[config.mk]
export PLATFORM = sky130hd
export DESIGN_NAME = tone_clock_divider
export DESIGN_NICKNAME = d
export VERILOG_FILES = /design/src/rtl/tone_clock_divider.sv
export SDC_FILE = /design/constraint.sdc
export NUM_CORES = 1
export LEC_CHECK = 0
export ABC_CLOCK_PERIOD_IN_PS = 2400
export BUFFER_PORTS_ARGS = -buffer_cell sky130_fd_sc_hd__buf_2
export CORE_UTILIZATION = 30
export CTS_CLUSTER_DIAMETER = 150
export CTS_CLUSTER_SIZE = 16
export DETAILED_ROUTE_END_ITERATION = 16
export PLACE_DENSITY_LB_ADDON = 0.08
export SYNTH_ARGS = -nofsm -noshare
export SYNTH_HDL_FRONTEND = slang
export SYNTH_SLANG_ARGS = --single-unit
[constraint.sdc]
create_clock -name clk_i -period 2.4 [get_ports clk_i]
set_input_delay 0.36 -clock clk_i [delete_from_list [all_inputs] [get_ports clk_i]]
set_output_delay 0.36 -clock clk_i [all_outputs]
set_load 0.01 [all_outputs]
[src/rtl/tone_clock_divider.sv]
// Square-wave tone generator: fixed prescaler tick plus
// programmable half-period divider driving a differential buzzer.
module tone_clock_divider #(
  parameter int PRESCALE_DIV = 50,
  parameter int COUNT_W      = 16
) (
  input  logic               clk_i,
  input  logic               rst_i,
  input  logic               en_i,
  input  logic [COUNT_W-1:0] count_i,
  output logic               tick_o,
  output logic               freq_o,
  output logic               freq_n_o
);

  localparam int PW =
    (PRESCALE_DIV > 1) ? $clog2(PRESCALE_DIV) : 1;
  localparam logic [PW-1:0] PRE_LAST =
    PW'(PRESCALE_DIV - 1);

  logic [PW-1:0]      pre_d;
  logic [PW-1:0]      pre_q;
  logic [COUNT_W-1:0] cnt_d;
  logic [COUNT_W-1:0] cnt_q;
  logic               freq_d;
  logic               freq_q;
  logic               tick;

  // tick is decoded from the prescale register, never from inputs
  assign tick = (pre_q == PRE_LAST);

  // free-running prescaler, wraps to zero on the tick
  always_comb begin
    pre_d = pre_q + PW'(1);
    if (tick) begin
      pre_d = '0;
    end
  end

  // divider: clear when disabled, toggle at terminal count on a tick
  always_comb begin
    cnt_d  = cnt_q;
    freq_d = freq_q;
    if (!en_i) begin
      cnt_d  = '0;
      freq_d = 1'b0;
    end else if (tick) begin
      if (cnt_q >= count_i) begin
        cnt_d  = '0;
        freq_d = ~freq_q;
      end else begin
        cnt_d = cnt_q + COUNT_W'(1);
      end
    end
  end

  // state registers with synchronous reset
  always_ff @(posedge clk_i) begin
    if (rst_i) begin
      pre_q  <= '0;
      cnt_q  <= '0;
      freq_q <= 1'b0;
    end else begin
      pre_q  <= pre_d;
      cnt_q  <= cnt_d;
      freq_q <= freq_d;
    end
  end

  assign tick_o   = tick;
  assign freq_o   = freq_q;
  assign freq_n_o = ~freq_q;

endmodule

==> qor.yml, run 1 <==
timing:
  fmax_mhz: 460
  finalMaxSlewViolations: 0
  fin_worst_skew_ps: 1.49
  setup_viol: 0
  finalCritPeriodShare_pct: 90.5
  hold_viol_final: 0
  rsz0062_at_grt: "no"
  fin_hold_ws_ps: 357
  setup_tns_ps: 0
  fin_ws_ps: 227
  max_slew_margin_pct: 65.3
  finalCriticalPeriod_ps: 2170
  worstMarginPinSlew_ps: 516
clocking:
  postCtsSetupBuffers: 0
  clk_pin_slew_ps: 80
  clk_path_buf_depth: 2
  htree_levels: 1
  cts_buffers: 3
  worstSkewPairLatency_ps: 260
  cts_resized: 0
  clock-sinks: 23
  cts_tree: "done"
  cts_root_buffer: "clkbuf_8"
  hold_buffers: 0
placement:
  pre_cts_slack_ps: 129
  gp_congestion: 0.790
  dp_cells: 251
  io_buffers: 21
  hpwl_um: 2610
min_path:
  hold_path_class: "in -> reg"
  hold_start: "rst_i"
  hold_depth: 2
  hold_end: "pre_q[1]$_SDFF_PP0_"
global_routing:
  antenna_found_initial: 0
  grt_usage_pct: 14.1
  grt_start_max_net_pins: 14
  grt_pass1_vias: 1202
  grt_pass1_wl_um: 5600
  grt_overflow: 0
setup_path:
  crit_start: "pre_q[0]$_SDFF_PP0_"
  timing.rr.end: "cnt_q[15]$_SDFFE_PP0P_"
  path_max_fanout: 9
  crit_path_start_kind: "flip-flop"
  critPathKind: "reg -> out"
  crit_required_ps: 2040
  worstRegToRegCells: 7
  r2r-start: "cnt_q[7]$_SDFFE_PP0P_"
  worst_ep_arrival_time_ps: 1810
  cp-end-kind: "primary output"
  r2r_slack_ps: 260
final_layout:
  fin_cells: 255
  drive_gt1_share_pct: 18.2
  final_util_pct: 37.9
  syn_to_final_growth_pct: 18.3
  diodes: 0
  nets: 242
detailed_routing:
  first_pass_iters: 6
  first_iter_violations: 47
  wl_um: 3300
  vias: 1257
  viasPerCell: 4.93
  wl_per_cell_um: 12.9
  ant_nets: 0
  drc_errors: 0
pwr:
  clock_power_share_pct: 35.1
  p_int_w: 0.000534
  p_leak_nw: 0.755
  ir_drop_uv: 180
  switching_share_pct: 23.7
  pwr-share-seq_pct: 55.7
  p_per_area_mw_per_mm2: 412
  power_switching_w: 0.000166
  p_comb_share_pct: 9.2
synthesis:
  synth-seq-area-share_pct: 32.1
  synth-seq-cells: 23
  syn_nets: 210
  synth_area_mm2: 0.00143
  ys_warn_count: 0
  syn_avg_cell_area_um2: 8.33
  synthDistinctLibCells: 29
  synthCells: 172
floorplan:
  placementRows: 24
  die_h_um: 71.1
  io_pins: 22
  core-area_mm2: 0.00447
  die_x_um: 71.1
  die-area_mm2: 0.00506
  start_util_pct: 32.0
run_status:
  status: "complete, no violations"
job:
  maxCapViolations: 0
[worst max-delay path by stage]
| stage | to | depth (start not counted) |
|---|---|---|
| floorplan | cnt_q[5]$_SDFFE_PP0P_ | 8 |
| global placement | freq_o$_SDFFE_PP0P_ | 8 |
| detailed placement | cnt_q[13]$_SDFFE_PP0P_ | 9 |
| CTS | tick_o | 5 |
| global route | tick_o | 5 |
| finish | tick_o | 5 |
[final cells by class]
type,count,area (um2)
Fill cell,488,2780
Multi-Input combinational cell,127,880
Sequential cell,23,460
Timing Repair Buffer,30,173
Inverter,19,71.3
Tap cell,52,65.1
Clock buffer,3,41.3
Clock inverter,1,5.00
[power groups by stage]
stage / registers, W / logic, W / clock network [W]
2_1_floorplan: 0.000398 / 0.0000370 / 0
3_3_place_gp: 0.000399 / 0.0000639 / 0
3_5_place_dp: 0.000399 / 0.0000648 / 0
4_1_cts: 0.000390 / 0.0000654 / 0.000257
5_1_grt: 0.000391 / 0.0000744 / 0.000283
6_report: 0.000390 / 0.0000643 / 0.000245
[stage by stage]
| step | power [W] | area, um2 |
|---|---|---|
| after detailed placement | 0.000463 | 1650 |
| after CTS | 0.000712 | 1700 |
| after floorplan | 0.000435 | 1430 |
| final | 0.000699 | 1700 |
| after global routing | 0.000748 | 1700 |
| after global placement | 0.000462 | 1650 |
[worst max-delay path, stage by stage, from the launching register on]
cell,delay (ps)
dfxtp_1,390
ha_1,170
nand4b_1,130
or2_2,400
inv_1,260
buf_2,190
[flip-flops by register name (all words and copies together), names as in the netlist]
name    count
cnt_q      16
freq_o      1
pre_q       6
[kinds of logic (layout without fill, tap and decap cells)]
kind of cell,count (synthesis),count (layout),share of synthesized area (%)
buf+inv,22,53,6.46
mux,1,1,0.699
fa+ha+maj,19,19,16.6
compound gates,15,15,7.34
xor+xnor,18,18,11.0
simple gates,74,74,25.8
flops,23,23,32.1
[cells in the mapped netlist]
master      n  area (um2)
or4_1       1        7.51
nand4b_1    1        8.76
xor2_1     11        96.3
inv_1      19        71.3
nand2b_1    2        12.5
and4_1      1        8.76
xnor2_1     7        61.3
a311o_1     1        10.0
nor2_1     18        67.6
dfxtp_1    23         460
a21oi_4     1        16.3
nor3_1     12        60.1
mux2i_1     1        10.0
nand2_1    12        45.0
nand4_1     8        50.1
and3_1      2        12.5
nor4b_1     1        8.76
buf_2       2        10.0
ha_1       19         238
nand3_1    10        50.1
buf_6       1        11.3
o2111ai_1   1        8.76
o21ai_0     3        15.0
a21oi_1     6        30.0
or2_2       2        12.5
nor4_1      4        25.0
a2111oi_0   1        8.76
o21bai_1    1        7.51
o31a_1      1        8.76
[routing by layer]
metal	global-route usage (%)	vias to the layer above	part of all wire [%]
met4	4.67	0	1.3
met1	19.8	580	51
met3	2.14	5	1.7
li1	-	659	-
met2	22.2	13	46
met5	0	-	0
[layout by cell type (no fill, tap or decap), types with 2 or more instances in the layout]
cell type,n
nor4_1,4
inv_1,19
xnor2_1,7
dfxtp_1,23
nand2_1,12
or2_2,2
and3_1,2
a21oi_1,6
buf_4,9
clkbuf_8,3
ha_1,19
nand4_1,8
o21ai_0,3
nor2_1,18
xor2_1,11
nand2b_1,2
nand3_1,10
nor3_1,12
buf_2,21
(Power assumes the default switching activity.)
==> run 2: changes to the inputs <==
ABC_CLOCK_PERIOD_IN_PS = 2510   (was 2400)
clock period = 2.51 ns   (was 2.4 ns; I/O delays follow)
==> run 2 against run 1 <==
Register-to-register slack gained 70 ps. Die area unchanged. Sequential power shrank 4%. Non-clock buffer count shrank 2. Via count stayed put. Power decreased by 3.7%. Highest routed layer unchanged.
==> qor.yml, run 2 (same netlist as run 1, synthesis figures left out) <==
floorplan:
  die_x_um: 71.1  # unchanged
  die_h_um: 71.1  # unchanged
  die-area_mm2: 0.00506  # unchanged
  core-area_mm2: 0.00447  # unchanged
  io_pins: 22  # unchanged
  start_util_pct: 32.0  # unchanged
  placementRows: 24  # unchanged
setup_path:
  crit_start: "pre_q[0]$_SDFF_PP0_"
  worst_ep_arrival_time_ps: 1830  # +20 ps
  r2r-start: "cnt_q[9]$_SDFFE_PP0P_"
  crit_path_start_kind: "flip-flop"
  path_max_fanout: 9  # unchanged
  worstRegToRegCells: 7  # unchanged
  r2r_slack_ps: 330  # +70 ps
  cp-end-kind: "primary output"
  critPathKind: "reg -> out"
  timing.rr.end: "cnt_q[13]$_SDFFE_PP0P_"
  crit_required_ps: 2130  # +90 ps
clocking:
  cts_tree: "done"
  cts_buffers: 3  # unchanged
  clk_pin_slew_ps: 90  # about the same
  cts_root_buffer: "clkbuf_8"
  postCtsSetupBuffers: 0  # unchanged
  cts_resized: 0  # unchanged
  worstSkewPairLatency_ps: 270  # about the same
  htree_levels: 1  # unchanged
  clock-sinks: 23  # unchanged
  hold_buffers: 0  # unchanged
  clk_path_buf_depth: 2  # unchanged
job:
  maxCapViolations: 0  # unchanged
timing:
  setup_viol: 0  # unchanged
  worstMarginPinSlew_ps: 681  # +165 ps
  setup_tns_ps: 0  # unchanged
  fmax_mhz: 454
  rsz0062_at_grt: "no"
  max_slew_margin_pct: 54.2  # -11 points
  finalMaxSlewViolations: 0  # unchanged
  fin_worst_skew_ps: 2.89  # +1.41 ps
  finalCritPeriodShare_pct: 87.8
  finalCriticalPeriod_ps: 2200
  fin_hold_ws_ps: 366  # +9.76 ps
  hold_viol_final: 0  # unchanged
final_layout:
  final_common_cell: "dfxtp_1"
  nets: 240  # -0.83%
  drive_gt1_share_pct: 17.4  # -0.81 points
  diodes: 0  # unchanged
  most-common-layout-cells: "23 x dfxtp_1, 21 x buf_2, 19 x inv_1, 19 x ha_1, 18 x nor2_1"
  fillers: 491  # +0.61%
  syn_to_final_growth_pct: 17.3
  top_register: "cnt_q"
  largest_register_ffs: 16  # unchanged
  fin_cells: 253  # -0.78%
  fin_area_mm2: 0.00168  # -0.89%
  final_util_pct: 37.6  # -0.34 points
detailed_routing:
  wl_um: 3260  # -1.2%
  first_pass_iters: 6  # unchanged
  first_iter_violations: 56  # +19%
  viasPerCell: 4.97  # +0.79%
  vias: 1257  # unchanged
  ant_nets: 0  # unchanged
  wl_per_cell_um: 12.9  # -0.46%
  drc_errors: 0  # unchanged
global_routing:
  grt_start_max_net_pins: 14  # unchanged
  antenna_found_initial: 0  # unchanged
  grt_usage_pct: 14.1  # about the same
  grt_pass1_vias: 1244  # +3.5%
  grt_pass1_wl_um: 5600  # +0.13%
  grt_overflow: 0  # unchanged
min_path:
  hold_depth: 2  # unchanged
  hold_end: "pre_q[2]$_SDFF_PP0_"
  hold_path_class: "in -> reg"
  hold_start: "rst_i"
pwr:
  ir_drop_uv: 166  # -7.9%
  p_per_area_mw_per_mm2: 401  # -2.8%
  p_leak_nw: 0.745  # -1.3%
placement:
  gp_congestion: 0.788  # -0.27%
  dp_cells: 249  # -0.80%
  hpwl_um: 2570  # -1.8%
  dpl_cell_area_mm2: 0.00163  # -0.91%
  io_buffers: 21  # unchanged
run_status:
  status: "complete, no violations"
==> run 2: changes by cell type in the layout (fill, tap and decap cells not counted), sizes merged <==
cell  change
buf       -2
==> run 2: worst max-delay path by stage <==
| stage | to |
|---|---|
| after floorplan | cnt_q[5]$_SDFFE_PP0P_ |
| after CTS | tick_o |
| after global routing | tick_o |
| final | tick_o |
| after detailed placement | cnt_q[13]$_SDFFE_PP0P_ |
| after global placement | cnt_q[13]$_SDFFE_PP0P_ |
==> run 2: routing by layer <==
layer  GRT usage [%]  part of all wire, %  vias up
met5               0                    0        -
met4            5.33                  1.5        0
met3            1.71                  2.2        5
met2            24.0                   46       17
met1            18.3                   51      580
li1                -                    -      655
==> run 2: stage by stage <==
| stage | setup slack (ps) | power (W) |
|---|---|---|
| global placement | 182 | 0.000440 |
| CTS | 282 | 0.000685 |
| global route | 163 | 0.000708 |
| finish | 305 | 0.000674 |
| detailed placement | 186 | 0.000442 |
| floorplan | 362 | 0.000416 |
==> run 2: area by class of cell <==
type	count	area (um2)	share of cell area, %
timing repair buffer	28	158	9.38
sequential	23	460	27.4
multi-input combinational	127	880	52.3
clock buffer	3	41.3	2.46
clock inverter	1	5.00	0.298
inverter	19	71.3	4.24
tap	52	65.1	3.87
==> run 2: power breakdown <==
group / internal, W / switching, W / leakage [nW]
combinational: 0.0000296 / 0.0000302 / 0.534
sequential: 0.000369 / 0.00000389 / 0.186
clock: 0.000111 / 0.000130 / 0.0255
==> run 2: worst max-delay path, cell delays in order (launching register included) <==
cell and delay [ps]:
dfxtp_1 390, ha_1 170, nand4b_1 140, or2_2 400, inv_1 260, buf_2 190
==> run 3: changes to the inputs <==
BUFFER_PORTS_ARGS = -buffer_cell sky130_fd_sc_hd__clkbuf_2   (was -buffer_cell sky130_fd_sc_hd__buf_2)
==> run 3 against run 2 <==
Flip-flop and latch count unchanged. Worst setup slack gained 18 ps. Sequential power is essentially flat. Power is 0.93% lower. Critical endpoint unchanged. Largest cell class unchanged. Largest power group unchanged. Highest routed layer unchanged.
==> qor.yml, run 3 (same netlist as run 1, synthesis figures left out) <==
setup_path:
  critPathKind: "reg -> out"
  crit_path_start_kind: "flip-flop"
  cp-end-kind: "primary output"
  r2r_slack_ps: 320  # about the same
  crit_required_ps: 2130  # about the same
  worstRegToRegCells: 7  # unchanged
  timing.rr.end: "cnt_q[10]$_SDFFE_PP0P_"
  worst_ep_arrival_time_ps: 1810  # -20 ps
  r2r-start: "cnt_q[13]$_SDFFE_PP0P_"
  path_max_fanout: 9  # unchanged
global_routing:
  grt_usage_pct: 13.8  # -0.34 points
  grt_pass1_vias: 1192  # -4.2%
  grt_start_max_net_pins: 14  # unchanged
  grt_overflow: 0  # unchanged
  grt_pass1_wl_um: 5480  # -2.2%
  antenna_found_initial: 0  # unchanged
final_layout:
  diodes: 0  # unchanged
  largest_register_ffs: 16  # unchanged
  syn_to_final_growth_pct: 17.3  # unchanged
  drive_gt1_share_pct: 17.4  # unchanged
  fin_cells: 253  # unchanged
  most-common-layout-cells: "23 x dfxtp_1, 21 x clkbuf_2, 19 x inv_1, 19 x ha_1, 18 x nor2_1"
  top_register: "cnt_q"
  nets: 240  # unchanged
  final_common_cell: "dfxtp_1"
floorplan:
  placementRows: 24  # unchanged
  start_util_pct: 32.0  # unchanged
  die_h_um: 71.1  # unchanged
  core-area_mm2: 0.00447  # unchanged
  io_pins: 22  # unchanged
  die_x_um: 71.1  # unchanged
  die-area_mm2: 0.00506  # unchanged
clocking:
  cts_root_buffer: "clkbuf_8"
  clk_pin_slew_ps: 90  # about the same
  clock-sinks: 23  # unchanged
  cts_resized: 0  # unchanged
  clk_path_buf_depth: 2  # unchanged
  worstSkewPairLatency_ps: 260  # about the same
  htree_levels: 1  # unchanged
  cts_buffers: 3  # unchanged
  postCtsSetupBuffers: 0  # unchanged
  hold_buffers: 0  # unchanged
  cts_tree: "done"
detailed_routing:
  ant_nets: 0  # unchanged
  wl_per_cell_um: 12.5  # -2.9%
  first_pass_iters: 6  # unchanged
  drc_errors: 0  # unchanged
  viasPerCell: 4.89  # -1.6%
  vias: 1237  # -1.6%
  wl_um: 3160  # -2.9%
  first_iter_violations: 63  # +13%
placement:
  gp_congestion: 0.798  # +1.4%
  io_buffers: 21  # unchanged
  hpwl_um: 2550  # -0.57%
  dp_cells: 249  # unchanged
timing:
  hold_viol_final: 0  # unchanged
  finalCritPeriodShare_pct: 87.1  # -0.72 points
  fmax_mhz: 457  # +0.82%
  setup_viol: 0  # unchanged
  finalMaxSlewViolations: 0  # unchanged
  fin_worst_skew_ps: 3.00  # +0.112 ps
  max_slew_margin_pct: 57.5  # +3.4 points
  setup_tns_ps: 0  # unchanged
  finalCriticalPeriod_ps: 2190  # -18.0 ps
  rsz0062_at_grt: "no"
  worstMarginPinSlew_ps: 631  # -50.1 ps
min_path:
  hold_path_class: "in -> reg"
  hold_depth: 2  # unchanged
  hold_start: "rst_i"
  hold_end: "pre_q[0]$_SDFF_PP0_"
pwr:
  ir_drop_uv: 169  # +1.9%
  p_per_area_mw_per_mm2: 397  # -0.93%
  p_leak_nw: 0.748  # +0.46%
job:
  maxCapViolations: 0  # unchanged
run_status:
  status: "complete, no violations"
[run 3: final cells by class]
class	count	area, um2
fill	476	2790
clock buffer	3	41.3
clock inverter	1	5.00
multi-input combinational	127	880
sequential	23	460
inverter	19	71.3
timing repair buffer	28	158
tap	52	65.1
[run 3: worst max-delay path by stage]
stage	startpoint	to	slack, ps	cells past startpoint
2_1_floorplan	count_i[15]	cnt_q[5]$_SDFFE_PP0P_	360	8
3_3_place_gp	count_i[15]	cnt_q[13]$_SDFFE_PP0P_	220	9
3_5_place_dp	count_i[15]	cnt_q[10]$_SDFFE_PP0P_	190	9
4_1_cts	pre_q[0]$_SDFF_PP0_	tick_o	280	5
5_1_grt	pre_q[0]$_SDFF_PP0_	tick_o	100	5
6_report	pre_q[0]$_SDFF_PP0_	tick_o	320	5
[run 3: where the power goes]
| part | internal [W] | switching (W) | leakage (nW) |
|---|---|---|---|
| clock | 0.000111 | 0.000124 | 0.0255 |
| combinational | 0.0000294 | 0.0000305 | 0.537 |
| sequential | 0.000369 | 0.00000387 | 0.186 |
| total | 0.000509 | 0.000158 | 0.748 |
[run 3: worst max-delay path, stage by stage, from the launching register on]
cell	delay, ps
dfxtp_1	390
ha_1	170
nand4b_1	140
or2_2	410
inv_1	250
clkbuf_2	190
[run 3: stage by stage]
| stage | instance area [um2] | hold WS (ps) | utilization (%) | total power, W | setup WS, ps |
|---|---|---|---|---|---|
| after floorplan | 1430 | 453 | - | 0.000416 | 362 |
| after global placement | 1630 | 480 | 36.5 | 0.000440 | 220 |
| after detailed placement | 1630 | 486 | 36.5 | 0.000442 | 190 |
| after CTS | 1680 | 380 | 37.6 | 0.000676 | 277 |
| after global routing | 1680 | 374 | 37.6 | 0.000711 | 101 |
| final | 1680 | 380 | 37.6 | 0.000667 | 323 |
[run 3: per-layer routing]
layer	wire [um]	part of all wire, %	global-route usage [%]
met4	19	0.60	4.00
met3	88	2.8	2.14
met1	1600	51	18.7
met5	0	0	0
met2	1450	46	22.8
